## src/rtl/uart_tx_arbiter.sv

```systemverilog
// Round-robin arbiter sharing one UART transmitter among NUM_REQ byte producers.
// Define UART_ARB_LOCK_EN to add req_last and per-requester message locking.
module uart_tx_arbiter #(
   parameter int NUM_REQ = 2,
   parameter int IDX_W   = 2
) (
   input  logic                 clk,
   input  logic                 rst,
   input  logic [8*NUM_REQ-1:0] req_data,
   input  logic [NUM_REQ-1:0]   req_valid,
`ifdef UART_ARB_LOCK_EN
   input  logic [NUM_REQ-1:0]   req_last,
`endif
   output logic [NUM_REQ-1:0]   req_ready,
   output logic [7:0]           tx_data,
   output logic                 tx_valid,
   input  logic                 tx_ready,
   output logic [IDX_W-1:0]     grant_id,
   output logic                 busy
);

   typedef enum logic {IDLE, SEND} state_t;

   state_t             state_reg;
   logic [7:0]         tx_data_reg;
   logic               tx_valid_reg;
   logic [IDX_W-1:0]   grant_id_reg;
   logic               busy_reg;
   logic [IDX_W-1:0]   rr_ptr_reg;
   logic               lock_reg;

   logic [NUM_REQ-1:0]   elig;
   logic [2*NUM_REQ-1:0] elig_dbl;
   logic [NUM_REQ-1:0]   elig_rot;
   logic                 win_found;
   int                   win_pos;
   int                   win_sum;
   logic [IDX_W-1:0]     win_idx;
   logic [7:0]           win_byte;
   logic                 win_last;
   logic [IDX_W-1:0]     ptr_next;

   genvar gi;
   generate
      for (gi = 0; gi < NUM_REQ; gi++) begin : g_req
`ifdef UART_ARB_LOCK_EN
         // While locked only the requester holding the lock (last grant) may compete.
         assign elig[gi] = req_valid[gi] & (~lock_reg | (grant_id_reg == IDX_W'(gi)));
`else
         assign elig[gi] = req_valid[gi];
`endif
         assign req_ready[gi] = (state_reg == IDLE) & win_found & (win_idx == IDX_W'(gi));
      end
   endgenerate

`ifndef UART_ARB_LOCK_EN
   assign lock_reg = 1'b0;
`endif

   // Rotate the eligible vector so bit 0 is rr_ptr; the lowest set bit wins.
   always_comb begin
      elig_dbl  = {elig, elig} >> rr_ptr_reg;
      elig_rot  = elig_dbl[NUM_REQ-1:0];
      win_found = 1'b0;
      win_pos   = 0;
      for (int k = NUM_REQ - 1; k >= 0; k--) begin
         if (elig_rot[k]) begin
            win_found = 1'b1;
            win_pos   = k;
         end
      end
      win_sum = int'(rr_ptr_reg) + win_pos;
      if (win_sum >= NUM_REQ) begin
         win_sum = win_sum - NUM_REQ;
      end
      win_idx  = IDX_W'(win_sum);
      win_byte = '0;
      win_last = 1'b1;
      for (int i = 0; i < NUM_REQ; i++) begin
         if (win_idx == IDX_W'(i)) begin
            win_byte = req_data[8*i +: 8];
`ifdef UART_ARB_LOCK_EN
            win_last = req_last[i];
`endif
         end
      end
      ptr_next = (win_idx == IDX_W'(NUM_REQ - 1)) ? '0 : win_idx + 1'b1;
   end

   always_ff @(posedge clk) begin
      if (rst) begin
         state_reg    <= IDLE;
         tx_data_reg  <= '0;
         tx_valid_reg <= 1'b0;
         grant_id_reg <= '0;
         busy_reg     <= 1'b0;
         rr_ptr_reg   <= '0;
`ifdef UART_ARB_LOCK_EN
         lock_reg     <= 1'b0;
`endif
      end else begin
         case (state_reg)
            IDLE: begin
               if (win_found) begin
                  tx_data_reg  <= win_byte;
                  tx_valid_reg <= 1'b1;
                  grant_id_reg <= win_idx;
                  busy_reg     <= 1'b1;
                  rr_ptr_reg   <= ptr_next;
                  state_reg    <= SEND;
`ifdef UART_ARB_LOCK_EN
                  lock_reg     <= ~win_last;
`endif
               end
            end
            SEND: begin
               if (tx_ready) begin
                  tx_valid_reg <= 1'b0;
                  busy_reg     <= 1'b0;
                  state_reg    <= IDLE;
               end
            end
         endcase
      end
   end

   assign tx_data  = tx_data_reg;
   assign tx_valid = tx_valid_reg;
   assign grant_id = grant_id_reg;
   assign busy     = busy_reg;

endmodule

```

## config.mk

```make
export PLATFORM = sky130hd
export DESIGN_NAME = uart_tx_arbiter
export DESIGN_NICKNAME = d
export VERILOG_FILES = /design/src/rtl/uart_tx_arbiter.sv
export SDC_FILE = /design/constraint.sdc
export NUM_CORES = 1
export LEC_CHECK = 0
export CAP_MARGIN = 10
export CORE_UTILIZATION = 37
export DETAILED_ROUTE_END_ITERATION = 6
export PLACE_DENSITY = 0.74
export SYNTH_ARGS = -nofsm -noshare
export SYNTH_HDL_FRONTEND = slang
export SYNTH_SLANG_ARGS = --single-unit
```

## constraint.sdc

```tcl
create_clock -name clk -period 2.08 [get_ports clk]
set_input_delay 0.416 -clock clk [delete_from_list [all_inputs] [get_ports clk]]
set_output_delay 0.416 -clock clk [all_outputs]
set_load 0.01 [all_outputs]
```

==> impl_metrics.yaml <==
clock_tree:
  cts_hold_buffers: 0
  cts_buffers: 3
  cts-root-buf: "clkbuf_4"
  clk_latency_ps: 270
  cts_buffer_depth: 2
  cts.sinks: 14
  clkTransAtPathRegs_ps: 80
  htreeDepth: 1
  cts_tree: "built"
sta:
  finalHoldViolCount: 0
  setup_tns_ps: -738.9
  period_needed_ps: 2450
  period_share: 1.178
  rsz0062_at_grt: "yes"
  skew_ps: 4.396
  fin_ws_ps: -370.2
  max_freq_ghz: 0.4081
  worst_pin_slew_ps: 269.0
  max-slew-margin-rel: 0.8198
  maxSlewViolCount: 0
  setup_violations: 2
worst_setup_path:
  crit_fanout: 3
  endpoint_kind: "output port"
  path_class: "in -> out"
  r2r_slack_ps: 130
  slowest_delay_ps: 230
  worstPathCellList: "clkdlybuf4s15_2 > nand4_1 > o31ai_4 > ha_2 > inv_2 > ha_4 > or2_4 > o21a_1 > nor3b_4 > buf_2"
  critPathSlowestCell: "ha_4"
  worstPathRequired_ps: 1660
  critical_path_arrival_ps: 2030
  cp-start-kind: "input port"
power_and_ir_drop:
  irDropWorstVdd_v: 0.0004348
  p_leak_uw: 0.0005494
  p_per_area_nw_per_um2: 594.4
outcome:
  violations: "negative setup slack"
  status: "finished, violations left"
layout:
  diodes: 0
  final_cell_count_no_fill: 168
  layout_common_cells: "clkdlybuf4s50_1 (30), buf_4 (19), dfxtp_1 (12), a31oi_1 (7)"
  drive_above_1_share: 0.4255
  final_common_cell: "clkdlybuf4s50_1"
  largest_register_ff_count: 8
  multiInputGateArea_um2: 605.6
  final_nets: 167
  seqCellArea_um2: 285.3
  syn_to_final_growth_pct: 74.92
  fillers: 179
detailed_routing:
  first_iter_violations: 7
  detail_route.first_pass.iterations: 4
  vias: 893
  remaining_drc_errors: 0
  wire_per_inst_um: 13.52
  routed_wirelength_mm: 2.272
  ant_nets: 0
  via_per_inst: 5.315
worst_hold_path:
  hp-class: "reg -> reg"
synth:
  async_reset_ff_frac: 0
  yosysUniqueCellTypes: 38
  seq_area_frac_synth: 0.3384
  avgSynthCellArea_um2: 9.307
  synth_ff_type: "dfxtp_1"
  synthCells: 89
  synth_edf_count: 0
  syn-cell-area_um2: 828.3
  ys_ff_latch: 14
  synth_warnings: 0
  synth_nets: 113
place:
  dp.cells: 163
  hpwl_mm: 1.677
  port_buffers: 34
  gp_congestion: 0.7759
job:
  maxCapViolCount: 0
global_route:
  grt_pass1_wl_mm: 4.015
  first_global_vias: 919
  grt_max_degree: 23
  antenna_found_initial: 0
  globalRouteTotalUtil: 0.2198
  globalRouteOverflowTotal: 0
floorplanning:
  die_y_um: 49.32
  dieArea_um2: 2432
  initial_utilization: 0.4056
  die_x_um: 49.32
  fp.coreArea_um2: 2042
  io_pins: 35
  core.rowCount: 16
-- through the flow --
stage | power, µW | worst slack, ps | util | instance area [µm²] | hold slack, ps
2_1_floorplan | 514.6 | -1.644 | - | 862.1 | 498.4
3_3_place_gp | 680.1 | -1017 | 0.6550 | 1338 | 468.0
3_5_place_dp | 686.7 | -1102 | 0.6550 | 1338 | 477.7
4_1_cts | 860.2 | -361.8 | 0.7022 | 1434 | 489.6
5_1_grt | 913.4 | -452.7 | 0.7096 | 1449 | 533.9
6_report | 861.2 | -370.2 | 0.7096 | 1449 | 501.9
-- synthesized netlist by cell type, drive strengths merged (2+ instances only) --
library cell / n / area share
nor2b: 2 / 0.015
a31oi: 7 / 0.053
o21ai: 3 / 0.018
nor2: 2 / 0.012
inv: 4 / 0.018
or2b: 6 / 0.063
nand2: 2 / 0.012
dfxtp: 14 / 0.34
nand3: 2 / 0.012
buf: 4 / 0.030
o41ai: 2 / 0.021
a21boi: 2 / 0.023
o21a: 2 / 0.018
and2b: 6 / 0.063
ha: 3 / 0.045
o32ai: 7 / 0.074
a21oi: 4 / 0.024
-- worst max-delay path: cells and delay by family --
kind / cells / cell delay (ps)
simple gates: 3 / 540
fa+ha+maj: 2 / 440
buf+inv: 3 / 400
compound gates: 2 / 220
-- routing by layer --
metal / track usage / vias up / part of all wire
li1: - / 443 / -
met1: 0.2614 / 414 / 0.46
met2: 0.3676 / 30 / 0.48
met3: 0.04673 / 6 / 0.042
met4: 0.1127 / 0 / 0.022
met5: 0 / - / 0
-- cell type report --
cell class / count / share of cell area
Multi-Input combinational cell: 66 / 0.4180
Timing Repair Buffer: 54 / 0.3359
Sequential cell: 14 / 0.1969
Tap cell: 27 / 0.02332
Clock buffer: 3 / 0.01554
Inverter: 4 / 0.01036
-- power breakdown --
part	switching (µW)	internal, µW
combinational	167	229
clock	78.6	66.9
sequential	19.8	300
total	265	596
-- cell families after synthesis --
family / Yosys count / share of synthesized area
fa+ha+maj: 3 / 0.04532
compound gates: 35 / 0.3127
simple gates: 28 / 0.2447
buf+inv: 9 / 0.05890
flops: 14 / 0.3384
-- what timing repair did --
action                                  in CTS  in global routing
buffers inserted                             4                  0
pin swaps                                    3                  5
endpoints found under the setup margin      12                 11
gates resized for setup                     29                  3
-- worst paths after layout --
| kind | start | to | cells past startpoint |
|---|---|---|---|
| min reg2reg | grant_id[0]$_SDFFE_PP0P_ | grant_id[0]$_SDFFE_PP0P_ | 2 |
| min | grant_id[0]$_SDFFE_PP0P_ | grant_id[0]$_SDFFE_PP0P_ | 2 |
| max | req_valid[0] | req_ready[0] | 10 |
| max reg2reg | rr_ptr_reg[1]$_SDFFE_PP0P_ | tx_data[0]$_SDFFE_PP0P_ | 11 |
(Power assumes the default switching activity.)
